[config.mk]
export PLATFORM = sky130hd
export DESIGN_NAME = led_seq_ctrl
export DESIGN_NICKNAME = d
export VERILOG_FILES = /design/src/rtl/led_pkg.sv /design/src/rtl/key_debounce.sv /design/src/rtl/led_seq_ctrl.sv
export SDC_FILE = /design/constraint.sdc
export NUM_CORES = 1
export LEC_CHECK = 0
export CORE_MARGIN = 2
export CORE_UTILIZATION = 60
export CTS_BUF_LIST = sky130_fd_sc_hd__clkbuf_8
export DETAILED_ROUTE_END_ITERATION = 12
export PLACE_DENSITY = 0.78
export REMOVE_ABC_BUFFERS = 1
export SYNTH_ARGS = -nofsm -noshare
export SYNTH_HDL_FRONTEND = slang
export SYNTH_HIERARCHICAL = 1
export SYNTH_SLANG_ARGS = --single-unit
[constraint.sdc]
create_clock -name sys_clk -period 7.38 [get_ports sys_clk]
set_input_delay 1.476 -clock sys_clk [delete_from_list [all_inputs] [get_ports sys_clk]]
set_output_delay 1.476 -clock sys_clk [all_outputs]
set_load 0.02 [all_outputs]
[src/rtl/led_pkg.sv]
// rtl/led_pkg.sv - shared mode encodings, speed count and reset values for led_seq_ctrl
package led_pkg;

    typedef enum logic [1:0] {
        MODE_FLOW_L = 2'd0,
        MODE_FLOW_R = 2'd1,
        MODE_BLINK  = 2'd2,
        MODE_HOLD   = 2'd3
    } mode_e;

    localparam int         SPD_NUM     = 3;
    localparam mode_e      RST_MODE    = MODE_FLOW_L;
    localparam logic [1:0] RST_SPD     = 2'd1;
    localparam logic       RST_KEY_LVL = 1'b1;

    // The unused encoding 3 behaves exactly like speed 0.
    function automatic logic [1:0] spd_norm(input logic [1:0] s);
        return (s >= 2'(SPD_NUM)) ? 2'd0 : s;
    endfunction

    function automatic logic [1:0] spd_next(input logic [1:0] s);
        logic [1:0] n;
        n = spd_norm(s);
        return (n == 2'(SPD_NUM - 1)) ? 2'd0 : n + 2'd1;
    endfunction

endpackage

[src/rtl/key_debounce.sv]
// rtl/key_debounce.sv - 2-FF synchronizer, stability debouncer and one-cycle press pulse
module key_debounce
    import led_pkg::*;
#(
    parameter int DEB_CNT = 1_000_000
) (
    input  logic clk,
    input  logic rst_n,
    input  logic key_n,
    output logic press
);

    localparam int CW = $clog2(DEB_CNT + 1);

    logic          sync1_q, sync2_q;
    logic          deb_q, deb_d;
    logic          press_q, press_d;
    logic [CW-1:0] cnt_q, cnt_d;

    // The counter only runs while the synchronized level disagrees with the
    // accepted level, so any bounce back restarts the stability window.
    always_comb begin
        cnt_d   = '0;
        deb_d   = deb_q;
        press_d = 1'b0;
        if (sync2_q != deb_q) begin
            if (cnt_q == CW'(DEB_CNT - 1)) begin
                deb_d   = sync2_q;
                press_d = deb_q & ~sync2_q;
            end else begin
                cnt_d = cnt_q + CW'(1);
            end
        end
    end

    always_ff @(posedge clk or negedge rst_n) begin
        if (!rst_n) begin
            sync1_q <= RST_KEY_LVL;
            sync2_q <= RST_KEY_LVL;
            deb_q   <= RST_KEY_LVL;
            press_q <= 1'b0;
            cnt_q   <= '0;
        end else begin
            sync1_q <= key_n;
            sync2_q <= sync1_q;
            deb_q   <= deb_d;
            press_q <= press_d;
            cnt_q   <= cnt_d;
        end
    end

    assign press = press_q;

endmodule

[src/rtl/led_seq_ctrl.sv]
// rtl/led_seq_ctrl.sv - LED sequencer: debounced mode/speed keys, step tick generator, pattern FSM
module led_seq_ctrl
    import led_pkg::*;
#(
    parameter int LED_W     = 4,
    parameter int TICK_BASE = 12_500_000,
    parameter int DEB_CNT   = 1_000_000
) (
    input  logic             sys_clk,
    input  logic             sys_rst_n,
    input  logic             key_mode,
    input  logic             key_speed,
    output logic [LED_W-1:0] led,
    output logic [1:0]       mode,
    output logic [1:0]       spd
);

    localparam int TW  = $clog2(4 * TICK_BASE);
    localparam int TWP = TW + 1;
    localparam logic [LED_W-1:0] LED_ONEHOT_LO = LED_W'(1);
    localparam logic [LED_W-1:0] LED_ONEHOT_HI = LED_ONEHOT_LO << (LED_W - 1);
    localparam logic [LED_W-1:0] LED_ALL       = {LED_W{1'b1}};

    logic             mode_press, speed_press;
    mode_e            mode_q, mode_d, mode_nxt;
    logic [1:0]       spd_q, spd_d;
    logic [LED_W-1:0] led_q, led_d;
    logic [TW-1:0]    tick_cnt_q, tick_cnt_d;
    logic [TW:0]      period;
    logic [TW-1:0]    period_m1;
    logic             tick;

    key_debounce #(.DEB_CNT(DEB_CNT)) u_deb_mode (
        .clk   (sys_clk),
        .rst_n (sys_rst_n),
        .key_n (key_mode),
        .press (mode_press)
    );

    key_debounce #(.DEB_CNT(DEB_CNT)) u_deb_speed (
        .clk   (sys_clk),
        .rst_n (sys_rst_n),
        .key_n (key_speed),
        .press (speed_press)
    );

    // One extra bit so 4*TICK_BASE survives before the -1.
    always_comb begin
        period    = TWP'(TICK_BASE) << spd_norm(spd_q);
        period_m1 = TW'(period - TWP'(1));
        tick      = (mode_q != MODE_HOLD) && (tick_cnt_q == period_m1);
    end

    always_comb begin
        mode_d     = mode_q;
        mode_nxt   = mode_e'(mode_q + 2'd1);
        spd_d      = spd_q;
        led_d      = led_q;
        tick_cnt_d = tick_cnt_q + TW'(1);

        if (mode_q == MODE_HOLD || tick) begin
            tick_cnt_d = '0;
        end

        if (tick) begin
            case (mode_q)
                MODE_FLOW_L: led_d = {led_q[LED_W-2:0], led_q[LED_W-1]};
                MODE_FLOW_R: led_d = {led_q[0], led_q[LED_W-1:1]};
                MODE_BLINK:  led_d = ~led_q;
                default:     led_d = led_q;
            endcase
        end

        // Presses override any step that would land in the same cycle.
        if (speed_press) begin
            spd_d      = spd_next(spd_q);
            tick_cnt_d = '0;
            led_d      = led_q;
        end

        if (mode_press) begin
            mode_d     = mode_nxt;
            tick_cnt_d = '0;
            case (mode_nxt)
                MODE_FLOW_L: led_d = LED_ONEHOT_LO;
                MODE_FLOW_R: led_d = LED_ONEHOT_HI;
                MODE_BLINK:  led_d = LED_ALL;
                default:     led_d = led_q;
            endcase
        end
    end

    always_ff @(posedge sys_clk or negedge sys_rst_n) begin
        if (!sys_rst_n) begin
            mode_q     <= RST_MODE;
            spd_q      <= RST_SPD;
            led_q      <= LED_ONEHOT_LO;
            tick_cnt_q <= '0;
        end else begin
            mode_q     <= mode_d;
            spd_q      <= spd_d;
            led_q      <= led_d;
            tick_cnt_q <= tick_cnt_d;
        end
    end

    assign led  = led_q;
    assign mode = mode_q;
    assign spd  = spd_q;

endmodule
After elaboration in Yosys (flattened, before gate mapping)
Cells that the tools add are included.
- RAM bits: 0
- flip-flop bits (word level): 82
- latch bits: 0
- bits in read-only memories: 0
- bits of input ports: 4
- memories kept: 0
- output and inout port bits: 8
- shift-type cells: 1
- div/mod/pow operators: 0
- magnitude comparators: 1
- reductions and logical operators: 9
- mux-type cells: 18
- bitwise logic cells: 5
- $add $sub $neg: 6
- $mul: 0
- eq/ne operators: 14
- operators by type and width (operator ; number):
    $mux 20 ; 4
    $mux 26 ; 3
    $add 20x1->20 const B ; 2
    $eq 20x20->1 const B ; 2
    $add 26x1->26 const B ; 1
    $eq 26x26->1 ; 1
    $shl 24x2->26 const A ; 1
    $sub 26x1->26 const B ; 1
    $pmux 4 s3 ; 2
    $mux 4 ; 3
    $eq 2x2->1 const B ; 4
    $add 2x1->2 const B ; 2
    $eq 2x1->1 const B ; 2
    $logic_not 2->1 ; 2
    $mux 1 ; 4
    $mux 2 ; 2
    $ne 2x2->1 const B ; 2
    $ne 4x4->1 const B ; 1
    $not 4->4 ; 1
    $reduce_and 2->1 ; 2
    $reduce_and 4->1 ; 1
    $reduce_bool 4->1 ; 1
    $and 1x1->1 ; 2
    $ge 2x2->1 const B ; 1
    other kinds (5) ; 7

Longest topological paths before layout
Gate-level depths: netlist (run 1).
- depth after elaboration: 10
- depth in mapped cells: 9
- depth with buffers taken out: 8

Hierarchy
Netlist (run 1), hierarchy kept.
- modules (own cells, without submodules) (module ; times used ; cells an instance ; area an instance (um^2)):
    key_debounce ; 2 ; 114 ; 1177.4
    led_seq_ctrl ; 1 ; 215 ; 1985.7

Worst setup path after synthesis (run 1)
Ideal clock, no wire load.
- path kind: register -> register
- start point: reg spd_q[0] (netlist: spd[0])
- end point: reg led_q[1] (netlist: led[1])
- cell stages (with the launch flop): 8
- setup time: 0.128 ns
- arrival time: 2.304 ns
- path slack: 4.948 ns
- cell sequence: dfstp_2 inv_1 ha_1 a21oi_1 a31oi_1 or4_4 o31ai_4 mux2_1
- cells in the longest elaborated chain, start to end: 8
- ends and longest elaborated chain (element ; line ; text):
    from (decl) ; led_seq_ctrl.sv:26 ; logic [1:0] spd_q, spd_d;
    from (signal assigned) ; led_seq_ctrl.sv:101 ; spd_q <= spd_d;
    $ge 2x2->1 ; led_pkg.sv:18 ; return (s >= 2'(SPD_NUM)) ? 2'd0 : s;
    $mux 2 * ; led_pkg.sv:18 ;
    $shl 24x2->26 * ; led_seq_ctrl.sv:49 ; period = TWP'(TICK_BASE) << spd_norm(spd_q);
    $sub 26x1->26 * ; led_seq_ctrl.sv:50 ; period_m1 = TW'(period - TWP'(1));
    $eq 26x26->1 * ; led_seq_ctrl.sv:51 ; tick = (mode_q != MODE_HOLD) && (tick_cnt_q == period_m1);
    $logic_and 1x1->1 * ; led_seq_ctrl.sv:51 ;
    $reduce_bool 2->1 (no line) * ; n/a ;
    $reduce_and 4->1 (no line) * ; n/a ;
    to (signal assigned) ; led_seq_ctrl.sv:102 ; led_q <= led_d;
    to (decl) ; led_seq_ctrl.sv:27 ; logic [LED_W-1:0] led_q, led_d;
Mark *: on every way between the ends. The rest lies on a longest branch, timed or not.
A chain may end at the register's enable or synchronous reset.

Final worst setup path (run 1)
- start point: reg led_q[0] (netlist: led[0])
- end point: out led[0]
- RTL lines (element ; line ; text):
    to (decl) ; led_seq_ctrl.sv:13 ; output logic [LED_W-1:0] led,
No word-level cell between the ends.

==> results of run 1 <==
==> logic make-up (layout without fill, tap and decap cells) <==
| family | count (synthesis) | after routing | synth area share [%] |
|---|---|---|---|
| AOI/OAI and AO/OA | 41 | 41 | 6.95 |
| buffers and inverters | 33 | 53 | 3.98 |
| and+or+nand+nor | 210 | 210 | 24.4 |
| adders and majority gates | 14 | 14 | 4.04 |
| DFF | 82 | 82 | 47.5 |
| xor gates and xnor gates | 55 | 55 | 11.1 |
| muxes | 8 | 8 | 1.99 |
==> report_power, final <==
part | total (mW) | switching, mW | internal, mW
registers | 0.458 | 0.00420 | 0.454
clock network | 0.319 | 0.164 | 0.155
logic | 0.0202 | 0.0147 | 0.00545
==> registers in the layout, summed over array words and instances (netlist names), 2 cells and up <==
register and count:
led 4, spd 2, u_deb_speed/cnt_q 20, u_deb_mode/cnt_q 20, mode 2, tick_cnt_q 26
==> how the worst max path moves through the flow <==
stage          startpoint              to  cells after the start
5_1_grt            led[0]          led[0]                      1
2_1_floorplan      spd[0]  tick_cnt_q[10]                      7
4_1_cts            led[0]          led[0]                      1
3_3_place_gp       spd[0]  tick_cnt_q[12]                      8
6_report           led[0]          led[0]                      1
3_5_place_dp       spd[0]  tick_cnt_q[25]                      7
==> cells in the mapped netlist, types with 8 or more instances <==
master / n / share of area (%)
a21oi_1: 12 / 1.4
nor2_1: 82 / 7.1
o21ai_0: 8 / 0.92
xor2_1: 18 / 3.6
dfstp_2: 8 / 4.8
nand3_1: 24 / 2.8
nor4_1: 12 / 1.7
ha_1: 14 / 4.0
xnor2_1: 37 / 7.5
nor3_1: 16 / 1.8
nand2_1: 27 / 2.3
nand4_1: 15 / 2.2
dfrtp_1: 74 / 43
inv_1: 26 / 2.2
==> per-stage QoR <==
stage | instances | util (%) | setup slack, ns | hold slack [ns] | cell area, um2
2_1_floorplan | 436 | - | 4.86 | 0.345 | 4270
3_3_place_gp | 546 | 63.0 | 4.62 | 0.346 | 4500
3_5_place_dp | 546 | 63.0 | 4.55 | 0.347 | 4500
4_1_cts | 562 | 65.7 | 4.36 | 0.359 | 4690
5_1_grt | 562 | 65.7 | 4.30 | 0.366 | 4690
6_report | 562 | 65.7 | 4.37 | 0.358 | 4690
==> area by class of cell <==
class	instances	area, um2
Clock inverter	7	70.1
Timing Repair Buffer	11	108
Multi-Input combinational cell	328	2110
Sequential cell	82	2060
Fill cell	574	2450
Tap cell	99	124
Clock buffer	9	124
Inverter	26	97.6
==> per-layer routing <==
metal | up-vias | track usage (%) | share of wire [%]
met5 | - | 0 | 0
met4 | 0 | 7.33 | 1.2
met3 | 9 | 5.36 | 3.2
met2 | 60 | 36.1 | 49
met1 | 1551 | 27.2 | 47
li1 | 1558 | - | -
==> summary.md, run 1 <==
| Metric | Value |
|---|---|
| Largest net degree at the start of global routing | 83 |
| Clk_lat worst skew | 0.35 ns |
| Post-CTS setup buffers | 0 |
| Share of post-route cells with drive strength above 1 | 8.21% |
| Leading cell type in the layout, fill and taps excluded | nor2_1 |
| Worst Path Buf+Inv | 1 |
| Hold WC Path Type | flip-flop to flip-flop |
| Post-CTS sizing | 0 |
| RSZ-0062 raised after global routing | false |
| First-pass GRT wire length | 13300 um |
| Initial antenna violation count | 0 |
| DRC Markers | 0 |
| Hold Violations, Final | 0 |
| Slowest stage cell, crit path | clkdlybuf4s50_1 |
| Final period util | 40.8% |
| Achievable Freq | 332 MHz |
| Root cell of the clock tree | clkbuf_8 |
| N_diodes | 0 |
| Worst clock skew | 0.0111 ns |
| Gr ovfl total | 0 |
| Initial Util | 60.8% |
| Synth Register Bits | 82 |
| Sequential share of the synthesized area | 47.5% |
| CP arrival | 1.53 ns |
| DIE AREA | 7930 um2 |
| H-tree Lvls | 3 |
| Commonest cells after routing, fill and taps aside | nor2_1, dfrtp_1, xnor2_1 |
| Vias in the first global route | 3004 |
| Pwr Density | 170 nW/um2 |
| Slew headroom | 29.8% |
| Worst R2R Start | spd[0] |
| Die Width | 89.1 um |
| TritonCTS sink count | 82 |
| ANT nets after route | 0 |
| Worst-path clk slew | 0.08 ns |
| EDFF count, synth | 0 |
| Slew Limit Fails | 0 |
| Max-cap violation count | 0 |
| FFs w/ async S/R, synth | 100% |
| Critical Path Max Stage Delay | 0.61 ns |
| Hold Path Origin | u_deb_speed/sync1_q |
| Number of synthesis warnings | 6 |
| Post-route minimum period | 3.01 ns |
| Critical Path RT | 5.90 ns |
| Status | completed |
| Slack of the worst reg-to-reg path | 4.56 ns |
| Final setup TNS | 0 ns |
| DRT Pass-1 Iters | 4 |
| R2R depth | 7 |
| Via density | 5.65 |
| Core Region | 7140 um2 |
| CP delay by family, top | buffers and inverters |
| Synth Flop Type | dfrtp_1 |
| Yosys cell types | 43 |
| CTS tree | built |
| I/O Buffers | 11 |
| Crit. End Element | output pin |
| Measured slew at the worst slew-check pin | 1.05 ns |
| Max VDD drop | 90.2 uV |
| Hold EP | u_deb_speed/sync2_q |
| CP Class | flip-flop to output pin |
| Total GRT Usage | 21.5% |
| Number of buffers created by CTS | 9 |
| Setup violations, final | 0 |
| Clk buf depth | 2 |
| Core Rows | 31 |
| Via Count | 3178 |
| Post-CTS Hold Buffers | 0 |
| DRT Wirelength | 7720 um |
| Fin nets | 476 |
| Routability congestion estimate | 0.873 |
| Synthesized area per cell | 9.80 um2 |
| Die Height | 89.1 um |
| Drt wl/cell | 13.7 um |
| Crit path cell chain | clkdlybuf4s50_1 |
| I/O pins | 12 |
| Initial DRC count | 161 |
| Total power | 0.797 mW |
| DP Wirelength | 5190 um |
| Crit path max fanout | 5 |
| Area Growth Syn to Fin | 8.07% |
| Hold depth | 0 |
| Cell Area, Synth | 4340 um2 |
| Reg2Reg Capture Point | tick_cnt_q[16] |
| Startpoint types | flip-flop |
| Post-Synthesis Cells | 443 |
| Leak pwr | 1.89 nW |
Note: power is estimated with default switching activity, not from simulation.
==> run 2, diff against run 1 <==
- CORE_UTILIZATION: 60 -> 58
- PLACE_DENSITY: 0.78 -> 0.79
- clock period: 7.38 -> 2.4 ns (I/O delays scaled with it)
==> summary.md, run 2 (same netlist as run 1, synthesis figures left out) <==
| Metric | Value |
|---|---|
| Status | completed |
| Leak pwr | 1.97 nW |
| Max-cap violation count | 0 |
| DRT Wirelength | 8210 um |
| DIE AREA | 8190 um2 |
| Commonest cells after routing, fill and taps aside | nor2_1, dfrtp_1, xnor2_1 |
| I/O Buffers | 11 |
| Measured slew at the worst slew-check pin | 0.468 ns |
| Largest net degree at the start of global routing | 39 |
| DRC Markers | 0 |
| Worst clock skew | 0.0127 ns |
| DP Wirelength | 5670 um |
| Crit. End Element | flip-flop |
| Drt wl/cell | 14.4 um |
| Fillers | 558 |
| Slew headroom | 68.5% |
| Startpoint types | flip-flop |
| N_diodes | 0 |
| Final core occ | 67.0% |
| Share of post-route cells with drive strength above 1 | 11.2% |
| Via Count | 3250 |
| Post-CTS Hold Buffers | 0 |
| Clk buf depth | 2 |
| Hold Violations, Final | 0 |
| CP arrival | 2.60 ns |
| TritonCTS sink count | 82 |
| Number of buffers created by CTS | 9 |
| Critical Path Max Stage Delay | 0.59 ns |
| Initial Util | 59.8% |
| Crit path max fanout | 3 |
| Max reg flops | 26 |
| Reg with most FFs | tick_cnt_q |
| Top flop regs | tick_cnt_q (26), u_deb_mode/cnt_q (20), u_deb_speed/cnt_q (20) |
| Crit path cell chain | inv_2 > ha_4 > nand2_1 > o22ai_2 > nand2_1 > or4_4 > o31ai_4 > mux2_1 |
| Core Rows | 31 |
| Setup violations, final | 0 |
| Gr ovfl total | 0 |
| Die Width | 90.5 um |
| DRT Pass-1 Iters | 4 |
| Achievable Freq | 423 MHz |
| Leading cell type in the layout, fill and taps excluded | nor2_1 |
| Post-route non-filler standard cell count | 571 |
| Slowest stage cell, crit path | dfstp_2 |
| Pwr Density | 550 nW/um2 |
| Clk_lat worst skew | 0.35 ns |
| H-tree Lvls | 3 |
| Placed Area | 4580 um2 |
| Slew Limit Fails | 0 |
| Initial DRC count | 174 |
| CTS tree | built |
| Placed cell count | 555 |
| RSZ-0062 raised after global routing | true |
| Worst-path clk slew | 0.09 ns |
| I/O pins | 12 |
| Final Cell Area | 4860 um2 |
| CP Class | flip-flop to flip-flop |
| Final setup TNS | 0 ns |
| Post-route minimum period | 2.36 ns |
| Routability congestion estimate | 0.856 |
| Hold WC Path Type | primary input to asynchronous set/reset pin |
| Total GRT Usage | 21.0% |
| Vias in the first global route | 3095 |
| Die Height | 90.5 um |
| Area Growth Syn to Fin | 12.0% |
| Crit path top cell by count | nand2_1 |
| Core Region | 7250 um2 |
| ANT nets after route | 0 |
| Initial antenna violation count | 0 |
| Root cell of the clock tree | clkbuf_8 |
| Critical Path RT | 2.63 ns |
| Final period util | 98.5% |
| First-pass GRT wire length | 14000 um |
| Max VDD drop | 337 uV |
| Fin nets | 485 |
| Via density | 5.69 |
==> run 2: cell count changes in the layout (fill, tap and decap cells not counted), sizes merged <==
cell      delta
buf          +9
bufinv       +2
clkinvlp     -3
inv          +1
clkbuf       +1
clkinv       -1
==> run 2: repair_timing <==
item,in CTS,in global routing
pin swaps,1,1
setup endpoints to repair,3,30
endpoints found under the hold margin,0,0
setup buffers,0,0
gates resized for setup,0,10
==> run 2: layout make-up <==
class                   count  area, um2  share of cell area, %
repair buffers             20        188                   3.86
flip-flops and latches     82       2060                   42.4
clock buffers              10        138                   2.83
well taps                  99        124                   2.55
clock inverters             6        106                   2.19
multi-input cells         328       2150                   44.1
inverters                  26       97.6                   2.01
==> run 2: layer usage <==
metal	global-route usage, %	share of wire (%)
met1	27.6	45
met2	34.6	50
met3	3.92	3.3
met4	7.82	1.4
met5	0	0
==> run 2: critical path: cells and delay by family (launching register included) <==
kind / cells / cell delay, ns
AOI/OAI and AO/OA: 2 / 0.39
and+or+nand+nor: 3 / 0.59
buffers and inverters: 1 / 0.07
adders and majority gates: 1 / 0.27
muxes: 1 / 0.35
DFF: 1 / 0.59
==> run 2: through the flow <==
step / power (mW) / hold slack (ns) / setup slack [ns]
3_5_place_dp: 1.50 / 0.349 / -0.0353
3_3_place_gp: 1.50 / 0.346 / 0.0399
5_1_grt: 2.76 / 0.0953 / -0.0544
4_1_cts: 2.70 / 0.0744 / 0.00964
2_1_floorplan: 1.46 / 0.184 / -0.120
6_report: 2.67 / 0.0711 / 0.0353
==> run 2: report_power, final <==
| group | internal [mW] | leakage [nW] | total [mW] | switching [mW] |
|---|---|---|---|---|
| Clock | 0.714 | 0.124 | 1.20 | 0.484 |
| Sequential | 1.39 | 1.10 | 1.41 | 0.0131 |
| Combinational | 0.0189 | 0.750 | 0.0660 | 0.0472 |
==> run 2: path summary, 6_finish.rpt <==
kind / from / endpoint / slack, ns / depth (start not counted)
worst max register to register: spd[0] / led[3] / 0.04 / 8
min in group sys_clk: u_deb_speed/sync1_q / u_deb_speed/sync2_q / 0.36 / 0
max in group asynchronous: sys_rst_n / u_deb_speed/sync1_q / 1.59 / 2
worst max-delay path: spd[0] / led[3] / 0.04 / 8
worst min-delay path: sys_rst_n / tick_cnt_q[6] / 0.07 / 1
worst min register to register: u_deb_speed/sync1_q / u_deb_speed/sync2_q / 0.36 / 0
==> run 3, diff against run 2 <==
- CELL_PAD_IN_SITES_DETAIL_PLACEMENT: unset -> 1
- CELL_PAD_IN_SITES_GLOBAL_PLACEMENT: unset -> 2
- CORE_UTILIZATION: 58 -> 38
- PLACE_DENSITY: 0.79 -> unset
- PLACE_DENSITY_LB_ADDON: unset -> 0.1
==> summary.md, run 3 (same netlist as run 1, synthesis figures left out) <==
| Metric | Value |
|---|---|
| Setup violations, final | 20 |
| Number of buffers created by CTS | 9 |
| Final period util | 102% |
| Seq pwr share | 55.7% |
| Initial Util | 38.5% |
| Pwr Density | 494 nW/um2 |
| Hold Violations, Final | 0 |
| DP Wirelength | 6540 um |
| NetSw | 0.579 mW |
| Reg with most FFs | tick_cnt_q |
| Share of post-route cells with drive strength above 1 | 17.7% |
| CP Class | flip-flop to flip-flop |
| Via Count | 3268 |
| Final worst slack | -0.0393 ns |
| Startpoint types | flip-flop |
| Combinational power share | 2.8% |
| Post-CTS Hold Buffers | 0 |
| I/O Buffers | 11 |
| Leak pwr | 2.01 nW |
| ANT nets after route | 0 |
| Status | finished, violations left |
| Core Region | 11300 um2 |
| DRC Markers | 0 |
| Measured slew at the worst slew-check pin | 0.555 ns |
| Die Height | 111 um |
| Drt wl/cell | 15.5 um |
| H-tree Lvls | 3 |
| Slack of the worst reg-to-reg path | -0.04 ns |
| Total GRT Usage | 16.5% |
| Core Rows | 39 |
| Vias in the first global route | 3377 |
| DRT Wirelength | 9650 um |
| Fin nets | 494 |
| Initial DRC count | 136 |
| Via density | 5.24 |
| Gr ovfl total | 0 |
| Worst-path clk slew | 0.09 ns |
| Clock power frac | 41.5% |
| Total power | 2.53 mW |
| Leading cell type in the layout, fill and taps excluded | dfrtp_1 |
| Root cell of the clock tree | clkbuf_8 |
| Fillers | 1299 |
| TritonCTS sink count | 82 |
| Largest net degree at the start of global routing | 43 |
| Cell Int Power | 1.95 mW |
| Pre-CTS setup slack | -0.0705 ns |
| Slew headroom | 63.0% |
| Sw frac | 22.9% |
| Max VDD drop | 380 uV |
| Worst clock skew | 0.0124 ns |
| Max reg flops | 26 |
| Routability congestion estimate | 0.744 |
| Crit path max fanout | 13 |
| Failing checks | setup timing |
| Commonest cells after routing, fill and taps aside | dfrtp_1, nor2_1, xnor2_1 |
| Clk_lat worst skew | 0.37 ns |
| Post-route minimum period | 2.44 ns |
| Max-cap violation count | 0 |
| Achievable Freq | 410 MHz |
| Initial antenna violation count | 0 |
| DRT Pass-1 Iters | 4 |
| N_diodes | 0 |
| Top flop regs | tick_cnt_q (26), u_deb_mode/cnt_q (20), u_deb_speed/cnt_q (20) |
| Area Growth Syn to Fin | 17.8% |
| Critical Path RT | 2.66 ns |
| Hold WC Path Type | primary input to asynchronous set/reset pin |
| CP arrival | 2.70 ns |
| Crit. End Element | flip-flop |
| DIE AREA | 12300 um2 |
| Clk buf depth | 2 |
| I/O pins | 12 |
| Die Width | 111 um |
| RSZ-0062 raised after global routing | true |
| CTS tree | built |
| Slew Limit Fails | 0 |
| First-pass GRT wire length | 16500 um |
run 3: changes by cell type in the layout (fill, tap and decap cells not counted), moves of 4 or more:
cell and change:
nor2_4 +6, nor2_2 +6, nor2_1 -12, buf_4 +4
run 3: timing repair:
item,in CTS,in global routing
endpoints found under the hold margin,0,0
pin swaps,2,10
buffers inserted,0,3
endpoints found under the setup margin,30,30
gates cloned,0,2
resized for setup,1,42
run 3: final cells by class:
| cell class | count | area, um2 | area share (%) |
|---|---|---|---|
| well taps | 143 | 179 | 3.50 |
| repair buffers | 29 | 310 | 6.07 |
| multi-input cells | 328 | 2260 | 44.1 |
| inverters | 26 | 100 | 1.96 |
| clock buffers | 11 | 151 | 2.96 |
| flip-flops and latches | 82 | 2060 | 40.3 |
| clock inverters | 5 | 52.6 | 1.03 |
run 3: path summary, 6_finish.rpt:
path / from / endpoint / depth (start not counted)
max: spd[0] / tick_cnt_q[9] / 10
min: sys_rst_n / led[2] / 1
max reg2reg: spd[0] / tick_cnt_q[9] / 10
min reg2reg: u_deb_speed/sync1_q / u_deb_speed/sync2_q / 0
max in group asynchronous: sys_rst_n / u_deb_mode/sync2_q / 2
min in group sys_clk: u_deb_speed/sync1_q / u_deb_speed/sync2_q / 0
run 3: per-stage QoR:
stage,hold slack [ns],cells,area (um2),setup TNS (ns),utilization (%)
3_3_place_gp,0.346,603,4670,-0.104,41.5
4_1_cts,0.0932,619,4880,0,43.3
6_report,0.0898,624,5110,-0.498,45.4
2_1_floorplan,0.184,436,4270,-3.13,-
3_5_place_dp,0.348,603,4670,-0.427,41.5
5_1_grt,0.105,624,5110,-2.42,45.4
run 3: critical path: stages, from the launching register on:
cell and delay (ns):
dfstp_2 0.60, inv_4 0.06, ha_4 0.28, nand2_2 0.06, o22ai_2 0.12, nand2_1 0.07, or4_4 0.45, buf_6 0.15
o21ai_4 0.27, clkbuf_16 0.23, nor2_1 0.05
run 3: power by group through the flow:
| stage | registers [mW] | clock network [mW] | logic, mW |
|---|---|---|---|
| 4_1_cts | 1.41 | 1.10 | 0.0769 |
| 3_3_place_gp | 1.43 | 0 | 0.0748 |
| 5_1_grt | 1.41 | 1.15 | 0.0856 |
| 2_1_floorplan | 1.43 | 0 | 0.0277 |
| 3_5_place_dp | 1.44 | 0 | 0.0766 |
| 6_report | 1.41 | 1.05 | 0.0718 |
run 3: metal layers:
metal,global-route usage (%),share of wire [%],vias to the layer above
met5,0,0,-
li1,-,-,1590
met3,4.48,2.7,13
met4,5.67,1.3,0
met1,21.4,48,1636
met2,26.7,48,29
